===== config.mk =====
export PLATFORM = sky130hd
export DESIGN_NAME = vga_scan_driver
export DESIGN_NICKNAME = d
export VERILOG_FILES = /design/src/rtl/vga_timing_pkg.sv /design/src/rtl/vga_axis_counter.sv /design/src/rtl/vga_scan_driver.sv
export SDC_FILE = /design/constraint.sdc
export NUM_CORES = 1
export LEC_CHECK = 0
export BUFFER_PORTS_ARGS = -buffer_cell sky130_fd_sc_hd__buf_2
export CAP_MARGIN = 15
export CELL_PAD_IN_SITES_DETAIL_PLACEMENT = 1
export CELL_PAD_IN_SITES_GLOBAL_PLACEMENT = 1
export CORE_MARGIN = 4
export CORE_UTILIZATION = 41
export CTS_BUF_LIST = sky130_fd_sc_hd__clkbuf_4
export DETAILED_ROUTE_END_ITERATION = 16
export PLACE_DENSITY = 0.93
export SLEW_MARGIN = 0
export SYNTH_ARGS = -nofsm -noshare
export SYNTH_HDL_FRONTEND = slang
export SYNTH_SLANG_ARGS = --single-unit

===== constraint.sdc =====
create_clock -name clk -period 3.3 [get_ports clk]
set_input_delay 0.495 -clock clk [delete_from_list [all_inputs] [get_ports clk]]
set_output_delay 0.495 -clock clk [all_outputs]
set_load 0.01 [all_outputs]

===== src/rtl/vga_timing_pkg.sv =====
// Default 640x480@60 timing constants and the per-axis scan phase encoding
// shared by the VGA scan driver and its axis counters.
package vga_timing_pkg;

  localparam int DEF_CLK_DIV  = 4;

  localparam int DEF_H_ACTIVE = 640;
  localparam int DEF_H_FP     = 16;
  localparam int DEF_H_SYNC   = 96;
  localparam int DEF_H_BP     = 48;

  localparam int DEF_V_ACTIVE = 480;
  localparam int DEF_V_FP     = 10;
  localparam int DEF_V_SYNC   = 2;
  localparam int DEF_V_BP     = 33;

  // Wide enough for any axis total up to 4095 positions.
  localparam int CNT_W        = 12;

  typedef enum logic [1:0] {
    ACT  = 2'd0,
    FP   = 2'd1,
    SYNC = 2'd2,
    BP   = 2'd3
  } phase_e;

endpackage


===== src/rtl/vga_axis_counter.sv =====
// One scan axis: a position counter plus a phase FSM (ACT/FP/SYNC/BP) that
// always describes the phase of the current count value.
module vga_axis_counter
  import vga_timing_pkg::phase_e, vga_timing_pkg::CNT_W;
#(
  parameter int ACTIVE = 640,
  parameter int FP     = 16,
  parameter int SYNC   = 96,
  parameter int BP     = 48
) (
  input  logic             clk,
  input  logic             reset,
  input  logic             en,
  output logic [CNT_W-1:0] count,
  output phase_e           state,
  output logic             wrap
);

  localparam int TOTAL = ACTIVE + FP + SYNC + BP;
  localparam logic [CNT_W-1:0] ACT_LAST  = CNT_W'(ACTIVE - 1);
  localparam logic [CNT_W-1:0] FP_LAST   = CNT_W'(ACTIVE + FP - 1);
  localparam logic [CNT_W-1:0] SYNC_LAST = CNT_W'(ACTIVE + FP + SYNC - 1);
  localparam logic [CNT_W-1:0] LAST      = CNT_W'(TOTAL - 1);

  logic [CNT_W-1:0] count_r;
  phase_e           state_r;
  phase_e           state_nx_s;
  logic             wrap_s;

  assign wrap_s = en && (count_r == LAST);

  // Position counter, wrapping after the last back-porch position.
  always_ff @(posedge clk or negedge reset) begin
    if (!reset) begin
      count_r <= {CNT_W{1'b0}};
    end else if (wrap_s) begin
      count_r <= {CNT_W{1'b0}};
    end else if (en) begin
      count_r <= count_r + CNT_W'(1);
    end
  end

  // Phase state register.
  always_ff @(posedge clk or negedge reset) begin
    if (!reset) begin
      state_r <= vga_timing_pkg::ACT;
    end else begin
      state_r <= state_nx_s;
    end
  end

  // Phase changes on the same step that moves count into the next phase.
  always_comb begin
    state_nx_s = state_r;
    if (en) begin
      case (state_r)
        vga_timing_pkg::ACT: begin
          if (count_r == ACT_LAST) state_nx_s = vga_timing_pkg::FP;
          else                     state_nx_s = state_r;
        end
        vga_timing_pkg::FP: begin
          if (count_r == FP_LAST) state_nx_s = vga_timing_pkg::SYNC;
          else                    state_nx_s = state_r;
        end
        vga_timing_pkg::SYNC: begin
          if (count_r == SYNC_LAST) state_nx_s = vga_timing_pkg::BP;
          else                      state_nx_s = state_r;
        end
        vga_timing_pkg::BP: begin
          if (wrap_s) state_nx_s = vga_timing_pkg::ACT;
          else        state_nx_s = state_r;
        end
        default: state_nx_s = vga_timing_pkg::ACT;
      endcase
    end else begin
      state_nx_s = state_r;
    end
  end

  assign count = count_r;
  assign state = state_r;
  assign wrap  = wrap_s;

endmodule


===== src/rtl/vga_scan_driver.sv =====
// VGA raster generator: pixel-rate divider, horizontal/vertical scan axes and
// a registered video/sync stage that trails the scan position by one pixel.
module vga_scan_driver
  import vga_timing_pkg::*;
#(
  parameter int CLK_DIV  = DEF_CLK_DIV,
  parameter int H_ACTIVE = DEF_H_ACTIVE,
  parameter int H_FP     = DEF_H_FP,
  parameter int H_SYNC   = DEF_H_SYNC,
  parameter int H_BP     = DEF_H_BP,
  parameter int V_ACTIVE = DEF_V_ACTIVE,
  parameter int V_FP     = DEF_V_FP,
  parameter int V_SYNC   = DEF_V_SYNC,
  parameter int V_BP     = DEF_V_BP
) (
  input  logic               clk,
  input  logic               reset,
  input  logic [11:0]        color,
  output logic signed [31:0] pix_x,
  output logic signed [31:0] pix_y,
  output logic               active,
  output logic               hsync,
  output logic               vsync,
  output logic [3:0]         vga_r,
  output logic [3:0]         vga_g,
  output logic [3:0]         vga_b,
  output logic               frame_start
);

  localparam int DIV_W = (CLK_DIV > 1) ? $clog2(CLK_DIV) : 1;
  localparam logic [DIV_W-1:0] DIV_LAST = DIV_W'(CLK_DIV - 1);

  logic [DIV_W-1:0] div_r;
  logic             pix_en_s;
  logic [CNT_W-1:0] h_cnt_s;
  logic [CNT_W-1:0] v_cnt_s;
  phase_e           h_state_s;
  phase_e           v_state_s;
  logic             h_wrap_s;
  logic             v_wrap_s;
  logic             active_s;
  logic [11:0]      rgb_r;
  logic             hsync_r;
  logic             vsync_r;
  logic             frame_r;

  // With CLK_DIV=1 the divider sits at 0 = DIV_LAST, so every clk is a pixel.
  assign pix_en_s = (div_r == DIV_LAST);

  // Pixel-rate divider.
  always_ff @(posedge clk or negedge reset) begin
    if (!reset) begin
      div_r <= {DIV_W{1'b0}};
    end else if (pix_en_s) begin
      div_r <= {DIV_W{1'b0}};
    end else begin
      div_r <= div_r + DIV_W'(1);
    end
  end

  vga_axis_counter #(
    .ACTIVE (H_ACTIVE),
    .FP     (H_FP),
    .SYNC   (H_SYNC),
    .BP     (H_BP)
  ) u_h_axis (
    .clk   (clk),
    .reset (reset),
    .en    (pix_en_s),
    .count (h_cnt_s),
    .state (h_state_s),
    .wrap  (h_wrap_s)
  );

  // h_wrap already includes pix_en, so it is the vertical step strobe.
  vga_axis_counter #(
    .ACTIVE (V_ACTIVE),
    .FP     (V_FP),
    .SYNC   (V_SYNC),
    .BP     (V_BP)
  ) u_v_axis (
    .clk   (clk),
    .reset (reset),
    .en    (h_wrap_s),
    .count (v_cnt_s),
    .state (v_state_s),
    .wrap  (v_wrap_s)
  );

  assign active_s = (h_state_s == ACT) && (v_state_s == ACT);

  // Video and syncs describe the pixel whose period is ending at this edge.
  always_ff @(posedge clk or negedge reset) begin
    if (!reset) begin
      rgb_r   <= 12'h000;
      hsync_r <= 1'b1;
      vsync_r <= 1'b1;
    end else if (pix_en_s) begin
      rgb_r   <= active_s ? color : 12'h000;
      hsync_r <= (h_state_s != SYNC);
      vsync_r <= (v_state_s != SYNC);
    end
  end

  // Frame pulse lands on the clk where the counters read (0,0).
  always_ff @(posedge clk or negedge reset) begin
    if (!reset) begin
      frame_r <= 1'b0;
    end else begin
      frame_r <= v_wrap_s;
    end
  end

  assign pix_x       = {{(32-CNT_W){1'b0}}, h_cnt_s};
  assign pix_y       = {{(32-CNT_W){1'b0}}, v_cnt_s};
  assign active      = active_s;
  assign hsync       = hsync_r;
  assign vsync       = vsync_r;
  assign vga_r       = rgb_r[11:8];
  assign vga_g       = rgb_r[7:4];
  assign vga_b       = rgb_r[3:0];
  assign frame_start = frame_r;

endmodule

==> results.ini <==
[run_status]
outcome = finished clean

[power]
p_int_mw = 0.661
combPwrFrac = 0.066
power_frac_seq = 0.618
p_switching_mw = 0.250
max-vdd-ir-drop_mv = 0.131
pwr_density_cell_mw_per_mm2 = 317
leakage_nw = 1.45
swShare = 0.274
pwr-share-clk = 0.316

[setup_path]
cp_cell_sequence = ha_1 > or2b_1 > or4_1 > a221oi_2 > mux2_1
cp-start-kind = flop
end_kind = flop
max_stage_delay_ps = 520
cp.required_ps = 3590
critPathMaxFanout = 8
regToRegSetupSlack_ps = 1030
criticalPathCategory = flop to flop
arrival_ps = 2550
slowest_stage = or4_1

[cells_and_area]
nets = 357
areaGrowthSynthToFinish_pct = 8.88
fin_area_mm2 = 0.00287
diodes = 0
drive_gt1_frac = 0.212
fin_util = 0.473

[yosys]
yosys_warnings = 0
synth_ff_type = dfrtp_1
synth.cell_area_mm2 = 0.00263
synth-edff-count = 0
synth.yosys.seq_area_share = 0.429
synth-async-reset-ratio = 1.00
synth_cells = 279
synth.distinct_cells = 46
avgSynthCellArea_um2 = 9.44
yosys_register_bits = 45

[grt]
grt.total_usage = 0.164
grt-ovfl-total = 0
grt_max_degree = 46
antenna_found_initial = 0
grt_pass1_wl_um = 10100
grt_pass1_vias = 2089

[timing]
layout_min_cycle_time_ps = 2270
slew_headroom = 0.320
maxSlewViolCount = 0
setup_viol = 0
rsz0062_at_grt = no
post-route-period-util = 0.687
worst_hold_slack_ps = 275
worst_pin_slew_ps = 1020
hold_viol = 0
max_freq_ghz = 0.441
finalClockSkew_ps = 20.7
tns_ps = 0

[route]
routed_wirelength_um = 6090
vias = 2038
ant_nets = 0
dr.first_iter.drc_count = 87
vias_per_cell = 5.03
drc = 0
wl_per_cell_um = 15.0
drt_first_pass_iters = 4

[floorplan]
die_height_um = 88.2
die_area_mm2 = 0.00777
initial_utilization = 0.435
core-area_mm2 = 0.00606
die_x_um = 88.2
pin_count = 94
num_rows = 28

[min_path]
min_path_type = input port to asynchronous set/reset pin

[clocking]
root_buffer = clkbuf_4
cts_setup_buffers = 0
cts_hold_buffers = 0
cts_sinks = 45
cts_buffers = 5
htree_num_levels = 2
cts_tree = built
cts_resized = 0
clk_pin_slew_ps = 160
insertion_delay_ps = 380
clk_path_buf_depth = 2

[place]
gp_congestion = 0.785
dpl_cell_area_mm2 = 0.00281
io_buffers = 53
dp_hpwl_um = 4720

[run]
cap_violations = 0

-- final timing paths --
path / endpoint / depth (start not counted) / start
max: u_v_axis.state[1]$_DFFE_PN0P_ / 5 / u_v_axis.count[0]$_DFFE_PN0P_
min: rgb_r[8]$_DFFE_PN0P_ / 1 / reset
max reg2reg: u_v_axis.state[1]$_DFFE_PN0P_ / 5 / u_v_axis.count[0]$_DFFE_PN0P_
min reg2reg: div_r[0]$_DFF_PN0_ / 1 / div_r[0]$_DFF_PN0_
max in group asynchronous: u_h_axis.count[9]$_DFFE_PN0P_ / 1 / reset
min in group clk: rgb_r[9]$_DFFE_PN0P_ / 3 / color[9]
-- layer usage --
| metal | vias to the layer above | GRT usage | part of all wire |
|---|---|---|---|
| li1 | 964 | - | - |
| met5 | - | 0 | 0 |
| met2 | 65 | 0.279 | 0.51 |
| met4 | 0 | 0.0714 | 0.027 |
| met1 | 991 | 0.206 | 0.41 |
| met3 | 18 | 0.0273 | 0.054 |
-- layout by cell type, fill, tap and decap left out, types with 2 or more instances in the layout --
cell      synthesis  layout
xor2_1            6       6
buf_2             3      53
nor3_1            5       5
xnor2_1           6       6
mux2_2            2       2
nand3_1           8       8
o21ai_0          10      10
and4bb_2          2       2
nand2_1          27      27
nand4_1           6       6
o22ai_1          13      13
clkbuf_4          0       5
nor2_1           14      14
conb_1            1      40
or3_1             2       2
dfstp_2           2       2
o31ai_1           4       4
mux2i_1           4       4
nand2b_1          2       2
or4_1             2       2
and3_1            2       2
ha_1             14      14
inv_1            28      28
dfrtp_1          43      43
and4_1            3       3
nand4b_1          3       3
and2_1            2       2
o41ai_1           2       2
-- registers in the layout, summed over array words and instances (netlist names) --
signal	flops
frame_start	1
u_v_axis.state	2
u_v_axis.count	12
u_h_axis.state	2
u_h_axis.count	12
vsync	1
rgb_r	12
div_r	2
hsync	1
-- metrics by stage --
step | instances | power (mW) | worst slack, ps
2_1_floorplan | 318 | 0.638 | 1100
3_3_place_gp | 397 | 0.631 | 1100
3_5_place_dp | 397 | 0.633 | 1020
4_1_cts | 405 | 0.924 | 1030
5_1_grt | 405 | 0.958 | 903
6_report | 405 | 0.910 | 1030
-- power groups by stage --
stage                     Combinational, mW  Sequential (mW)  Clock (mW)
after floorplan                      0.0615            0.577           0
final                                0.0603            0.563       0.288
after global routing                 0.0686            0.564       0.325
after CTS                            0.0605            0.563       0.301
after detailed placement             0.0605            0.573           0
after global placement               0.0580            0.573           0
-- cells in the mapped netlist (all sizes together) (2+ instances only) --
cell type,instances,area share
and3,2,0.0047
nand4b,3,0.010
and2,2,0.0047
nor3,6,0.013
dfrtp,43,0.41
o31ai,4,0.011
inv,28,0.040
o41ai,2,0.0067
nand4,6,0.014
nand2,27,0.038
and4,3,0.010
or4,2,0.0057
mux2i,4,0.015
xnor2,6,0.020
nand2b,2,0.0047
o21ai,10,0.019
xor2,6,0.020
and4bb,2,0.0095
ha,14,0.067
buf,44,0.12
or3,2,0.0047
clkbuf,6,0.0086
o22ai,13,0.031
dfstp,2,0.020
mux2,3,0.013
nor2,14,0.020
nand3,8,0.015
-- area by class of cell --
| cell class | instances | area (um^2) |
|---|---|---|
| Fill cell | 756 | 3190 |
| Multi-Input combinational cell | 195 | 1200 |
| Sequential cell | 45 | 1130 |
| Timing Repair Buffer | 54 | 273 |
| Inverter | 28 | 105 |
| Tap cell | 75 | 93.8 |
| Clock buffer | 5 | 37.5 |
| Clock inverter | 3 | 25.0 |
-- kinds of logic (layout without fill, tap and decap cells) --
family	after synthesis	after routing	share of synthesized area
compound gates	37	37	0.0941
xor+xnor	12	12	0.0399
fa+ha+maj	14	14	0.0665
buf+inv	78	90	0.170
flops	45	45	0.429
mux	7	7	0.0280
other cells	1	40	0.00142
simple gates	85	85	0.172
-- critical path: cells and delay by family, from the launching register on --
family / cells / cell delay (ps)
flip-flops: 1 / 500
AO/OA/AOI/OAI: 1 / 310
AND/OR/NAND/NOR: 2 / 770
adder cells (fa/ha/maj): 1 / 270
multiplexers: 1 / 350
Power figures use the tool's default switching activity.
